**config.mk**
```make
export PLATFORM = sky130hd
export DESIGN_NAME = lighthouse_sweep_timer
export DESIGN_NICKNAME = d
export VERILOG_FILES = /design/src/rtl/lighthouse_pkg.sv /design/src/rtl/sensor_cond.sv /design/src/rtl/lighthouse_sweep_timer.sv
export SDC_FILE = /design/constraint.sdc
export NUM_CORES = 1
export LEC_CHECK = 0
export CORE_MARGIN = 5
export CORE_UTILIZATION = 47
export CTS_BUF_LIST = sky130_fd_sc_hd__clkbuf_16
export CTS_CLUSTER_SIZE = 12
export DETAILED_ROUTE_END_ITERATION = 8
export GPL_ROUTABILITY_DRIVEN = 1
export PLACE_DENSITY = 0.76
export SYNTH_ARGS = -nofsm -noshare
export SYNTH_HDL_FRONTEND = slang
export SYNTH_SLANG_ARGS = --single-unit
```
**constraint.sdc**
```tcl
create_clock -name clk -period 4.2 [get_ports clk]
set_clock_uncertainty 0.2 [all_clocks]
set_input_delay 0.84 -clock clk [delete_from_list [all_inputs] [get_ports clk]]
set_output_delay 0.84 -clock clk [all_outputs]
set_load 0.03 [all_outputs]
```
**src/rtl/lighthouse_pkg.sv**
```systemverilog
`default_nettype none
// ============================================================================
// Module      : lighthouse_pkg
// Description : Shared types and constants for the lighthouse sweep timer.
// Revision    : 1.0 - initial release
// ============================================================================
package lighthouse_pkg;

    localparam int TS_W = 16;
    localparam logic [TS_W-1:0] NO_HIT = 16'hFFFF;

    localparam int SENS_F = 0;
    localparam int SENS_C = 1;
    localparam int SENS_L = 2;
    localparam int SENS_R = 3;

    typedef enum logic [1:0] {
        IDLE      = 2'd0,
        MEAS_SYNC = 2'd1,
        SWEEP     = 2'd2,
        DONE      = 2'd3
    } state_t;

endpackage
`default_nettype wire

```
**src/rtl/sensor_cond.sv**
```systemverilog
`default_nettype none
// ============================================================================
// Module      : sensor_cond
// Description : Two-flop synchronizer, optional 3-sample deglitch filter
//               (SENSOR_DEGLITCH_EN) and rising-edge detect for one sensor.
// Revision    : 1.0 - initial release
// ============================================================================
module sensor_cond (
    input  logic clk,
    input  logic rst,
    input  logic i_raw,
    output logic o_level,
    output logic o_rise
);

    logic r_sync1;
    logic r_sync2;
    logic r_prev;
    logic w_level;

    // Flops reset high so a line already high at release produces no edge.
    always_ff @(posedge clk) begin
        if (rst) begin
            r_sync1 <= 1'b1;
            r_sync2 <= 1'b1;
        end else begin
            r_sync1 <= i_raw;
            r_sync2 <= r_sync1;
        end
    end

`ifdef SENSOR_DEGLITCH_EN
    logic r_hist1;
    logic r_hist2;
    logic r_filt;

    always_ff @(posedge clk) begin
        if (rst) begin
            r_hist1 <= 1'b1;
            r_hist2 <= 1'b1;
            r_filt  <= 1'b1;
        end else begin
            r_hist1 <= r_sync2;
            r_hist2 <= r_hist1;
            r_filt  <= w_level;
        end
    end

    // The current sample plus two history samples must agree before the level
    // moves, giving the same 2-cycle delay on rising and falling edges.
    assign w_level = ((r_sync2 == r_hist1) && (r_hist1 == r_hist2)) ? r_sync2 : r_filt;
`else
    assign w_level = r_sync2;
`endif

    always_ff @(posedge clk) begin
        if (rst) begin
            r_prev <= 1'b1;
        end else begin
            r_prev <= w_level;
        end
    end

    assign o_level = w_level;
    assign o_rise  = w_level & ~r_prev;

endmodule
`default_nettype wire

```
**src/rtl/lighthouse_sweep_timer.sv**
```systemverilog
`default_nettype none
// ============================================================================
// Module      : lighthouse_sweep_timer
// Description : Timestamps sweep hits on four photodiodes relative to the
//               preceding sync flash. Optional macro: SENSOR_DEGLITCH_EN.
// Revision    : 1.0 - initial release
// ============================================================================
module lighthouse_sweep_timer
    import lighthouse_pkg::*;
#(
    parameter int PRESCALE       = 8,
    parameter int SYNC_MIN_TICKS = 375,
    parameter int TIMEOUT_TICKS  = 50000
) (
    input  logic            clk,
    input  logic            rst,
    input  logic [3:0]      sensor_in,
    output logic [TS_W-1:0] F,
    output logic [TS_W-1:0] C,
    output logic [TS_W-1:0] L,
    output logic [TS_W-1:0] R,
    output logic [3:0]      valid_mask,
    output logic [TS_W-1:0] sync_width,
    output logic            latch,
    output logic            sweeping
);

    localparam int              c_PRE_W    = (PRESCALE > 1) ? $clog2(PRESCALE) : 1;
    localparam logic [c_PRE_W-1:0] c_PRE_LAST = c_PRE_W'(PRESCALE - 1);
    localparam logic [TS_W-1:0] c_SYNC_MIN = TS_W'(SYNC_MIN_TICKS);
    localparam logic [TS_W-1:0] c_TIMEOUT  = TS_W'(TIMEOUT_TICKS);

    logic [3:0]         w_level;
    logic [3:0]         w_rise;
    logic               w_any_high;
    logic               r_any_prev;
    logic               w_any_rise;

    state_t             r_state;
    state_t             w_next_state;

    logic [c_PRE_W-1:0] r_pre_cnt;
    logic               w_tick;
    logic [TS_W-1:0]    r_tcnt;
    logic [TS_W-1:0]    w_ts;

    logic               w_frame_start;
    logic               w_sync_fall;
    logic               w_sync_ok;
    logic               w_sweep;
    logic               w_load;
    logic               w_capture_en;

    logic [3:0]         r_hit;
    logic [TS_W-1:0]    r_cap [4];
    logic [TS_W-1:0]    r_sync_hold;
    logic [TS_W-1:0]    r_f;
    logic [TS_W-1:0]    r_c;
    logic [TS_W-1:0]    r_l;
    logic [TS_W-1:0]    r_r;
    logic [3:0]         r_valid_mask;
    logic [TS_W-1:0]    r_sync_width;
    logic               r_latch;

    generate
        for (genvar gi = 0; gi < 4; gi++) begin : g_sensor
            sensor_cond u_cond (
                .clk     (clk),
                .rst     (rst),
                .i_raw   (sensor_in[gi]),
                .o_level (w_level[gi]),
                .o_rise  (w_rise[gi])
            );
        end
    endgenerate

    assign w_any_high = |w_level;
    assign w_any_rise = w_any_high & ~r_any_prev;

    always_ff @(posedge clk) begin
        if (rst) begin
            r_any_prev <= 1'b1;
        end else begin
            r_any_prev <= w_any_high;
        end
    end

    assign w_frame_start = (r_state == IDLE) && w_any_rise;
    assign w_tick        = (r_pre_cnt == c_PRE_LAST);

    // w_ts already includes this cycle's tick, so the value seen k clocks
    // after the sync edge is floor(k / PRESCALE).
    assign w_ts = (w_tick && (r_tcnt != NO_HIT)) ? r_tcnt + 1'b1 : r_tcnt;

    always_ff @(posedge clk) begin
        if (rst) begin
            r_pre_cnt <= '0;
            r_tcnt    <= '0;
        end else begin
            if (w_frame_start || w_tick) begin
                r_pre_cnt <= '0;
            end else begin
                r_pre_cnt <= r_pre_cnt + 1'b1;
            end
            r_tcnt <= w_frame_start ? '0 : w_ts;
        end
    end

    assign w_sync_fall = (r_state == MEAS_SYNC) && !w_any_high;
    assign w_sync_ok   = w_sync_fall && (w_ts >= c_SYNC_MIN);

    always_ff @(posedge clk) begin
        if (rst) begin
            r_state <= IDLE;
        end else begin
            r_state <= w_next_state;
        end
    end

    always_comb begin
        w_next_state = r_state;
        case (r_state)
            IDLE: begin
                if (w_any_rise) begin
                    w_next_state = MEAS_SYNC;
                end
            end
            MEAS_SYNC: begin
                if (w_sync_fall) begin
                    w_next_state = w_sync_ok ? SWEEP : IDLE;
                end else if (w_ts >= c_TIMEOUT) begin
                    w_next_state = IDLE;
                end
            end
            SWEEP: begin
                if (w_ts >= c_TIMEOUT) begin
                    w_next_state = DONE;
                end
            end
            DONE: begin
                w_next_state = IDLE;
            end
            default: begin
                w_next_state = IDLE;
            end
        endcase
    end

    always_comb begin
        w_sweep      = 1'b0;
        w_load       = 1'b0;
        w_capture_en = 1'b0;
        case (r_state)
            SWEEP: begin
                w_sweep      = 1'b1;
                w_capture_en = 1'b1;
            end
            DONE: begin
                w_load = 1'b1;
            end
            default: begin
                w_sweep = 1'b0;
            end
        endcase
    end

    // Results and the strobe are registered together from DONE, so latch and
    // the new words appear in the same cycle.
    always_ff @(posedge clk) begin
        if (rst) begin
            r_hit        <= '0;
            r_sync_hold  <= '0;
            for (int i = 0; i < 4; i++) begin
                r_cap[i] <= '0;
            end
            r_f          <= '0;
            r_c          <= '0;
            r_l          <= '0;
            r_r          <= '0;
            r_valid_mask <= '0;
            r_sync_width <= '0;
            r_latch      <= 1'b0;
        end else begin
            r_latch <= w_load;
            if (w_frame_start) begin
                r_hit <= '0;
            end
            if (w_sync_ok) begin
                r_sync_hold <= w_ts;
            end
            if (w_capture_en) begin
                for (int i = 0; i < 4; i++) begin
                    if (w_rise[i] && !r_hit[i]) begin
                        r_cap[i] <= w_ts;
                        r_hit[i] <= 1'b1;
                    end
                end
            end
            if (w_load) begin
                r_f          <= r_hit[SENS_F] ? r_cap[SENS_F] : NO_HIT;
                r_c          <= r_hit[SENS_C] ? r_cap[SENS_C] : NO_HIT;
                r_l          <= r_hit[SENS_L] ? r_cap[SENS_L] : NO_HIT;
                r_r          <= r_hit[SENS_R] ? r_cap[SENS_R] : NO_HIT;
                r_valid_mask <= r_hit;
                r_sync_width <= r_sync_hold;
            end
        end
    end

    assign F          = r_f;
    assign C          = r_c;
    assign L          = r_l;
    assign R          = r_r;
    assign valid_mask = r_valid_mask;
    assign sync_width = r_sync_width;
    assign latch      = r_latch;
    assign sweeping   = w_sweep;

endmodule
`default_nettype wire

```
==> impl_table.tex <==
\begin{tabular}{lr}
\hline
Metric & Value \\
\hline
\multicolumn{2}{l}{\textbf{Die}} \\
DIE AREA & 19000 um\^{}2 \\
\# rows & 46 \\
Die Ht & 138 um \\
Initial core utilization & 0.481 \\
Die outline width & 138 um \\
Number of primary I/O pins & 92 \\
Area of the core & 15900 um\^{}2 \\
\multicolumn{2}{l}{\textbf{Routing}} \\
DRC & 0 \\
Number of vias in the routed layout & 5667 \\
Drt wl/cell & 16.5 um \\
Wire length reported by the detailed router & 18.0 mm \\
DRT antenna net count & 0 \\
Detailed-route vias per instance & 5.18 \\
Initial DRC count & 334 \\
Number of optimization iterations in the first detailed-route pass & 4 \\
\multicolumn{2}{l}{\textbf{Synth}} \\
Sequential element share of the synthesized area & 0.614 \\
Post-synthesis instance total & 780 \\
Count of different cell masters after synthesis & 51 \\
Yosys warnings & 0 \\
Async SR Flop Fraction & 0 \\
Top cells by area, synth & sky130\_fd\_sc\_hd\_\_dfxtp\_1, sky130\_fd\_sc\_hd\_\_edfxtp\_1, sky130\_fd\_sc\_hd\_\_nand2\_1, sky130\_fd\_sc\_hd\_\_a21oi\_1, sky130\_fd\_sc\_hd\_\_nor2\_1 \\
Register bit total from synthesis & 203 \\
Post-synth EDFFs & 64 \\
Yosys top cell area share & 0.363 \\
Flip-flop cell with the highest count after synthesis & sky130\_fd\_sc\_hd\_\_dfxtp\_1 \\
Post-synthesis cell type with the largest combined area & sky130\_fd\_sc\_hd\_\_dfxtp\_1 \\
Combined area of all synthesized cells & 7660 um\^{}2 \\
Average cell area after synthesis & 9.82 um\^{}2 \\
Synthesized Nets & 789 \\
\multicolumn{2}{l}{\textbf{Critical path}} \\
CP required & 4370 ps \\
Most prevalent standard cell on the critical path & sky130\_fd\_sc\_hd\_\_ha\_1 \\
Launching element type of the critical path & flip-flop \\
Type of the worst setup path & reg -> reg \\
Maximum single-stage delay on the critical path & 650 ps \\
WP data arrival & 3670 ps \\
Max Fanout on Critical Path & 17 \\
Internal reg-to-reg setup slack & 700 ps \\
Worst setup EP type & flip-flop \\
Worst path cell trace & ha\_1 -> ha\_1 -> nand3\_1 -> nor4\_1 -> mux2i\_1 -> o2111a\_1 -> o2111ai\_1 -> a22oi\_4 -> mux2\_2 \\
Cell with the biggest individual delay on the critical path & sky130\_fd\_sc\_hd\_\_a22oi\_4 \\
\multicolumn{2}{l}{\textbf{Clocking}} \\
Hold Buf Count CTS & 0 \\
Number of buffers inserted by post-CTS setup repair & 0 \\
Clock-pin slew reported for the worst setup and hold paths after clock tree synthesis & 60 ps \\
Total number of H-tree levels & 1 \\
Clock Sink Count & 203 \\
Master cell of the clock root buffer & sky130\_fd\_sc\_hd\_\_clkbuf\_16 \\
Count of instances resized after the clock tree is built & 0 \\
Maximum clock path buffer count & 3 \\
Worst-Skew Late Latency & 490 ps \\
Clock buffer count from CTS & 22 \\
CTS tree & done \\
\multicolumn{2}{l}{\textbf{Power}} \\
LEAKAGE & 3.26 nW \\
Worst voltage drop across the vdd grid & 0.228 mV \\
Pwr Density & 410 nW/um\^{}2 \\
\multicolumn{2}{l}{\textbf{STA}} \\
Final Hold Viols & 0 \\
Slew at the pin with the worst max-slew slack & 971 ps \\
Final-report setup violation count & 0 \\
Top achievable clock speed & 286 MHz \\
Post-route clock period utilization & 0.832 \\
Setup TNS & 0 ps \\
Minimum period implied by the final worst setup slack & 3500 ps \\
Setup repair after global routing missed its margin & false \\
Worst max-slew margin expressed relative to the limit & 0.351 \\
Max-slew violation total from the final report & 0 \\
\multicolumn{2}{l}{\textbf{Global routing}} \\
Wire length of the first global-routing pass & 28.6 mm \\
Most used routing layer & met2 \\
Antenna violations before repair & 0 \\
Vias in the first global route & 5536 \\
Met1 track demand over resource & 0.252 \\
Aggregate global routing overflow & 0 \\
GR Layer Usage met3 & 0.0263 \\
Largest net degree at the start of global routing & 69 \\
Met2 track utilization from global routing & 0.331 \\
GRT Overall Usage & 0.190 \\
\multicolumn{2}{l}{\textbf{Job}} \\
Number of maximum-capacitance violations & 0 \\
\multicolumn{2}{l}{\textbf{Placed design}} \\
RePlAce Congestion & 0.832 \\
HPWL after detailed placement & 11.7 mm \\
Instance area at placement & 8770 um\^{}2 \\
Count of port buffers added during placement & 91 \\
\multicolumn{2}{l}{\textbf{Outcome}} \\
Result of the run & finished, final reports clean \\
\multicolumn{2}{l}{\textbf{Finish}} \\
Area taken by flip-flops and latches & 4700 um\^{}2 \\
Number of filler instances in the final layout & 1359 \\
Final Net Count & 871 \\
Ratio of cells with drive above 1 in the final layout & 0.0992 \\
Area of combinational cells with multiple inputs & 2730 um\^{}2 \\
Ant diodes & 0 \\
Fin area & 9430 um\^{}2 \\
Area overhead of the layout relative to synthesis & 23.1\% \\
\multicolumn{2}{l}{\textbf{Hold path}} \\
Path type of the worst min-delay path & reg -> reg \\
\hline
\end{tabular}
[flip-flops by register name, summed over array words and instances, names as in the netlist, named ones only]
name and count:
r_state 1, r_tcnt 16, g_sensor.u_cond.r_sync1 4, r_any_prev 1, C 16, valid_mask 4, r_cap 64, R 16
sync_width 16, g_sensor.u_cond.o_level 4, r_hit 4, r_pre_cnt 3, latch 1, F 16, g_sensor.u_cond.r_prev 4, L 16
r_sync_hold 16
[Yosys cell counts (4+ instances only)]
| cell | n |
|---|---|
| sky130_fd_sc_hd__dfxtp_1 | 139 |
| sky130_fd_sc_hd__nand2_1 | 127 |
| sky130_fd_sc_hd__nor2_1 | 104 |
| sky130_fd_sc_hd__a21oi_1 | 92 |
| sky130_fd_sc_hd__o21ai_0 | 70 |
| sky130_fd_sc_hd__edfxtp_1 | 64 |
| sky130_fd_sc_hd__clkbuf_1 | 46 |
| sky130_fd_sc_hd__nor2b_1 | 16 |
| sky130_fd_sc_hd__or2_2 | 14 |
| sky130_fd_sc_hd__inv_1 | 10 |
| sky130_fd_sc_hd__nor3_1 | 9 |
| sky130_fd_sc_hd__mux2_4 | 8 |
| sky130_fd_sc_hd__mux2_2 | 7 |
| sky130_fd_sc_hd__nand3_1 | 7 |
| sky130_fd_sc_hd__nor3b_1 | 6 |
| sky130_fd_sc_hd__nand4_1 | 4 |
| sky130_fd_sc_hd__xnor2_1 | 4 |
[metal layers]
metal | share of wire | vias to the layer above
met5 | 0 | -
li1 | - | 2828
met1 | 0.43 | 2651
met2 | 0.50 | 163
met3 | 0.056 | 25
met4 | 0.015 | 0
[report_power, final]
| part | switching, W | internal, W |
|---|---|---|
| clock | 0.000721 | 0.00104 |
| sequential | 0.00000787 | 0.00205 |
| combinational | 0.0000393 | 0.0000118 |
| total | 0.000768 | 0.00310 |
[final timing paths]
kind	startpoint	end	cells after the start
worst max-delay path	r_pre_cnt[0]$_SDFF_PP0_	r_sync_hold[1]$_SDFFE_PP0P_	9
worst min-delay path	r_pre_cnt[0]$_SDFF_PP0_	r_pre_cnt[0]$_SDFF_PP0_	1
worst max register to register	r_pre_cnt[0]$_SDFF_PP0_	r_sync_hold[1]$_SDFFE_PP0P_	9
worst min register to register	r_pre_cnt[0]$_SDFF_PP0_	r_pre_cnt[0]$_SDFF_PP0_	1
[per-stage QoR]
| stage | util | cells | setup WS, ps | hold WS, ps | power, W |
|---|---|---|---|---|---|
| global placement | 0.550 | 1054 | 756 | 217 | 0.00215 |
| detailed placement | 0.550 | 1054 | 716 | 216 | 0.00215 |
| finish | 0.592 | 1093 | 704 | 231 | 0.00387 |
| floorplan | - | 780 | 882 | 189 | 0.00213 |
| CTS | 0.592 | 1093 | 696 | 229 | 0.00390 |
| global route | 0.592 | 1093 | 386 | 240 | 0.00400 |
[critical path, delay by kind of cell, from the launching register on]
kind	cells	cell delay [ps]
mux	2	690
flops	1	330
simple gates	2	600
compound gates	3	1100
fa+ha+maj	2	450
[final cells by class]
cell class / instances / share of cell area
Timing Repair Buffer: 107 / 0.109
Clock inverter: 16 / 0.00942
Multi-Input combinational cell: 518 / 0.289
Inverter: 10 / 0.00398
Tap cell: 216 / 0.0286
Clock buffer: 23 / 0.0610
Sequential cell: 203 / 0.499
[placed cells by master (no fill, tap or decap), drive strengths merged, types with 3 or more instances in the layout]
cell	synthesis	routed
xnor2	6	6
nor2b	16	16
clkinv	0	8
buf	3	17
nor2	105	105
ha	3	3
edfxtp	64	64
nor4	5	5
and3	3	3
nand2	127	127
clkbuf	46	23
dfxtp	139	139
inv	10	17
clkdlybuf4s50	0	90
or2	15	15
a21oi	94	94
nor3b	6	6
o21ai	72	72
nand3	9	9
mux2i	3	3
mux2	15	15
nor3	9	9
nand4	4	4
[kinds of logic (layout without fill, tap and decap cells)]
| group | Yosys count | in the layout | synth area share |
|---|---|---|---|
| AND/OR/NAND/NOR | 304 | 304 | 0.177 |
| flip-flops | 203 | 203 | 0.614 |
| AO/OA/AOI/OAI | 185 | 185 | 0.132 |
| buffers and inverters | 59 | 156 | 0.0314 |
| multiplexers | 18 | 18 | 0.0299 |
| XOR/XNOR | 8 | 8 | 0.0111 |
| adder cells (fa/ha/maj) | 3 | 3 | 0.00490 |
Power figures use the tool's default switching activity.
==> patch 1, RTL diff (config.mk and constraints unchanged) <==
Add an input register stage for `sensor_in`, with the module's reset; this delays it by one clock.
--- a/src/rtl/lighthouse_sweep_timer.sv
+++ b/src/rtl/lighthouse_sweep_timer.sv
@@ -30,6 +30,16 @@
     localparam logic [TS_W-1:0] c_SYNC_MIN = TS_W'(SYNC_MIN_TICKS);
     localparam logic [TS_W-1:0] c_TIMEOUT  = TS_W'(TIMEOUT_TICKS);
 
+    logic [3:0] sensor_q;
+
+    always_ff @(posedge clk) begin
+        if (rst) begin
+            sensor_q <= '0;
+        end else begin
+            sensor_q <= sensor_in;
+        end
+    end
+
     logic [3:0]         w_level;
     logic [3:0]         w_rise;
     logic               w_any_high;
@@ -67,7 +77,7 @@
             sensor_cond u_cond (
                 .clk     (clk),
                 .rst     (rst),
-                .i_raw   (sensor_in[gi]),
+                .i_raw   (sensor_q[gi]),
                 .o_level (w_level[gi]),
                 .o_rise  (w_rise[gi])
             );
Formal check against the unedited RTL: same outputs for any inputs over 10 cycles, from zero or initial values and one cycle with rst high; that may be too few to reach the edited logic, so the function may still have changed.
==> patch 1 against the original RTL <==
- wire length decreased by 0.79%
- total power decreased by 0.42%
- cell area increased by 1.8%
- sequential cell count increased by 4
- cell count increased by 2.3%
- utilization decreased by 1.1 points
- count of clock-buffer cells in the layout decreased by 1
- area after synthesis increased by 3.3%
- worst setup slack got worse by 0.12 ns
- synthesized cell count increased by 4.2%
- combinational power increased by 22%
- fmax decreased by 3.3%
- highest routed layer unchanged
==> patch 1: results <==
metrics = {
    "status": {
        "status": "finished, final reports clean",
    },
    "logic_synthesis": {
        "synth_area_leaders": "dfxtp_1 (36%), edfxtp_1 (24%), nand2_1 (6.1%)",
        "yosysSeqAreaShare_pct": 60.5,
        "syn-num-nets": 822,
        "ys_types": 60,
        "synthTopCellsByCount": "dfxtp_1 (143), nand2_1 (129), nor2_1 (99), a21oi_1 (94), o21ai_0 (71)",
        "synthXorXnorAreaFrac_pct": 0.885,
        "synth-compound-area-share_pct": 14.1,
        "synth_fa_ha_area_share_pct": 0.474,
        "yosysWarnings": 0,
        "synth.avg_cell_area_um2": 9.73,
        "synthMuxAreaShare_pct": 2.15,
    },
    "finish": {
        "drive_gt1_share_pct": 8.80,
        "fillCellCount": 1394,
        "nets": 893,
    },
    "grt": {
        "grt_pass1_vias": 5531,
        "grt_util_all_layers_pct": 17.9,
        "met2_usage_pct": 30.1,
        "grt_pass1_wl_um": 29000,
        "use_met1_pct": 24.4,
    },
    "placement": {
        "place_area_mm2": 0.00897,
        "pre_cts_slack_ns": 0.618,
        "dp.cells": 1080,
        "hpwl_um": 11700,
    },
    "critical_path": {
        "critPathArrivalTime_ns": 3.80,
        "path_delay_family": "simple AND/OR/NAND/NOR gates",
        "critPathSlowestCell": "nor4_1",
        "critical_path.max_fanout": 10,
        "max_stage_delay_ns": 0.55,
    },
    "pwr": {
        "p_leak_nw": 3.24,
        "finalPower_w": 0.00385,
        "peakVddDrop_v": 0.000302,
        "combinationalPower_w": 0.0000624,
        "clkPwrFrac_pct": 43.8,
        "p_int_w": 0.00306,
    },
    "detailed_routing": {
        "routedWlPerCell_um": 16.0,
        "vias_per_cell": 5.36,
        "wl_met2_um": 8680,
        "wirelength_um": 17900,
        "drt-pass1-iter-count": 5,
        "met1Wirelength_um": 7510,
    },
    "sta": {
        "worst_slew_pin_slew_ns": 1.06,
    },
}
## patch 1: cell count changes in the layout (fill, tap and decap cells not counted), moves of 3 or more
cell / change
a211oi_1: +6
and3_1: -3
inv_1: +11
buf_4: -4
clkinv_1: -6
and2_1: +5
nor2_1: -5
mux2_2: -4
dfxtp_1: +4
nand4_1: +3
mux2_4: -3
nand4_2: +3
nor2b_1: -4
## patch 1: path summary, 6_finish.rpt
kind                            depth (start not counted)    startpoint  slack (ns)                          to
worst max-delay path                                    9  r_pre_cnt[0]        0.59              r_sync_hold[6]
worst min register to register                          1   sensor_q[0]        0.20  g_sensor[0].u_cond.r_sync1
worst max register to register                          9  r_pre_cnt[0]        0.59              r_sync_hold[6]
worst min-delay path                                    1   sensor_q[0]        0.20  g_sensor[0].u_cond.r_sync1
## patch 1: final cells by class
type,count,share of cell area [%]
clock buffers,22,5.73
clock inverters,16,0.860
flip-flops and latches,207,49.8
repair buffers,103,10.4
multi-input cells,534,29.7
well taps,220,2.87
inverters,16,0.625
==> patch 2, RTL diff (config.mk and constraints unchanged) <==
Made on the original files. Build with the macro `SENSOR_DEGLITCH_EN` defined.
--- a/src/rtl/sensor_cond.sv
+++ b/src/rtl/sensor_cond.sv
@@ -5,6 +5,8 @@
 //               (SENSOR_DEGLITCH_EN) and rising-edge detect for one sensor.
 // Revision    : 1.0 - initial release
 // ============================================================================
+`define SENSOR_DEGLITCH_EN
+
 module sensor_cond (
     input  logic clk,
     input  logic rst,
Check against the original RTL: same outputs for any inputs over 10 cycles, from zero or initial values and one cycle with rst high; that may be too few to reach the edited logic, so the function may still have changed.
==> patch 2 against the original RTL <==
- sequential cell count up 8
- cell area up 4.5%
- first-iteration DRC count up 110%
- area after synthesis up 6.4%
- critical endpoint is now r_sync_hold[8]
- wire length up 7.3%
- fmax down 2.7%
- total power up 1.7%
- combinational power up 16%
- worst setup slack worse by 0.096 ns
==> patch 2: results <==
metrics = {
    "critical_path": {
        "reg2reg_slack_ns": 0.61,
        "max_stage_delay_ns": 0.61,
        "r2r_start": "r_pre_cnt[0]",
        "startpoint": "r_pre_cnt[0]",
        "reg2reg_to": "r_sync_hold[8]",
        "reg2regPathDepth": 9,
        "critical_path.max_fanout": 12,
        "critPathSlowestCell": "and4b_1",
        "critPathArrivalTime_ns": 3.79,
    },
    "placement": {
        "hpwl_um": 12600,
        "dp.cells": 1120,
        "port_buffers": 91,
        "gp_congestion": 0.896,
    },
    "finish": {
        "antennaDiodeCount": 0,
        "drive_gt1_share_pct": 8.26,
        "stdcell_count": 1157,
        "nets": 928,
        "regMostFlops": "r_cap",
        "fillCellCount": 1508,
        "largest_reg_flops": 64,
    },
    "logic_synthesis": {
        "syn-num-nets": 852,
        "yosysWarnings": 0,
        "synthTopCellsByCount": "dfxtp_1 (147), nand2_1 (138), a21oi_1 (97), nor2_1 (90), o21ai_0 (75)",
        "syn_inst": 843,
        "ys_types": 67,
        "synth_edf_count": 64,
        "async_flop_share_pct": 0,
        "synth_area_leaders": "dfxtp_1 (36%), edfxtp_1 (24%), nand2_1 (6.4%)",
        "synthFlopType": "dfxtp_1",
        "yosysSeqAreaShare_pct": 59.7,
    },
    "worst_hold_path": {
        "hold_class": "reg -> reg",
        "min_to": "g_sensor[1].u_cond.r_sync2",
        "hold_path.startpoint": "g_sensor[1].u_cond.r_sync1",
        "whs_path_depth": 1,
    },
    "pwr": {
        "p_leak_nw": 3.26,
        "peakVddDrop_v": 0.000236,
    },
    "grt": {
        "grt_pass1_wl_um": 31400,
        "grt_util_all_layers_pct": 19.1,
        "grt_pass1_vias": 5981,
        "grt_max_degree": 78,
        "antenna_found_initial": 0,
    },
    "detailed_routing": {
        "vias": 6268,
        "drt_first_iter_violations": 697,
        "routedWlPerCell_um": 16.7,
        "drt-pass1-iter-count": 5,
    },
    "cts": {
        "cts_setup_buffers": 0,
        "cts_resized": 0,
        "clkLatencyLatePin_ns": 0.50,
        "cts_buffer_depth": 3,
        "cts_root_buf": "clkbuf_16",
        "path_clk_slew_ns": 0.06,
        "h-tree-depth": 1,
        "numCtsBuffers": 22,
    },
    "sta": {
        "hold_slack_ns": 0.206,
        "setup_viol": 0,
        "hold_violations": 0,
        "worst_slew_pin_slew_ns": 1.13,
    },
    "status": {
        "status": "finished, final reports clean",
    },
}
patch 2: cell count changes after synthesis, moves of 5 or more:
cell	change
o21ai_0	+5
a21oi_1	+5
nor4_1	+5
mux2_4	-8
mux2_2	-7
clkbuf_1	-5
dfxtp_1	+8
inv_1	+12
nor2_1	-14
nor3_1	+5
buf_2	+6
nand2_1	+11
nor2b_1	-13
patch 2: critical path: cells and delay by family (launching register included):
| family | cells | cell delay, ns |
|---|---|---|
| and+or+nand+nor | 5 | 1.95 |
| adders and majority gates | 2 | 0.51 |
| AOI/OAI and AO/OA | 2 | 0.49 |
| DFF | 1 | 0.34 |
patch 2: worst max-delay path by stage:
stage / to / cells after the start
final: r_sync_hold[8] / 9
after global placement: r_sync_hold[8] / 9
after CTS: r_sync_hold[8] / 9
after global routing: r_sync_hold[8] / 9
after floorplan: r_sync_hold[2] / 11
after detailed placement: r_sync_hold[8] / 9
patch 2: per-stage QoR:
stage	utilization (%)	cell area, um2	setup WS, ns
2_1_floorplan	-	8150	1.00
3_3_place_gp	53.7	9220	0.746
3_5_place_dp	53.7	9220	0.655
4_1_cts	57.4	9860	0.647
5_1_grt	57.4	9860	0.306
6_report	57.4	9860	0.608
patch 2: routing by layer:
layer | wire (um) | vias to the layer above | track usage [%]
li1 | - | 3079 | -
met1 | 8380 | 2964 | 26.2
met2 | 9350 | 183 | 31.5
met3 | 1130 | 42 | 2.97
met4 | 502 | 0 | 5.76
met5 | 0 | - | 0
patch 2: logic make-up after synthesis:
kind of cell               synth area share (%)
and+or+nand+nor                            18.2
AOI/OAI and AO/OA                          16.1
DFF                                        59.7
buffers and inverters                      3.96
xor gates and xnor gates                  0.983
muxes                                     0.614
adders and majority gates                 0.461
patch 2: report_power, final:
| group | switching [W] | internal (W) | total [W] |
|---|---|---|---|
| Combinational | 0.0000416 | 0.0000176 | 0.0000593 |
| Sequential | 0.0000143 | 0.00213 | 0.00215 |
| Clock | 0.000750 | 0.000980 | 0.00173 |
patch 2: layout make-up:
cell class | count | area share, %
Clock buffer | 23 | 5.84
Tap cell | 225 | 2.86
Multi-Input combinational cell | 555 | 30.1
Sequential cell | 211 | 49.4
Inverter | 23 | 0.876
Clock inverter | 14 | 0.609
Timing Repair Buffer | 106 | 10.4
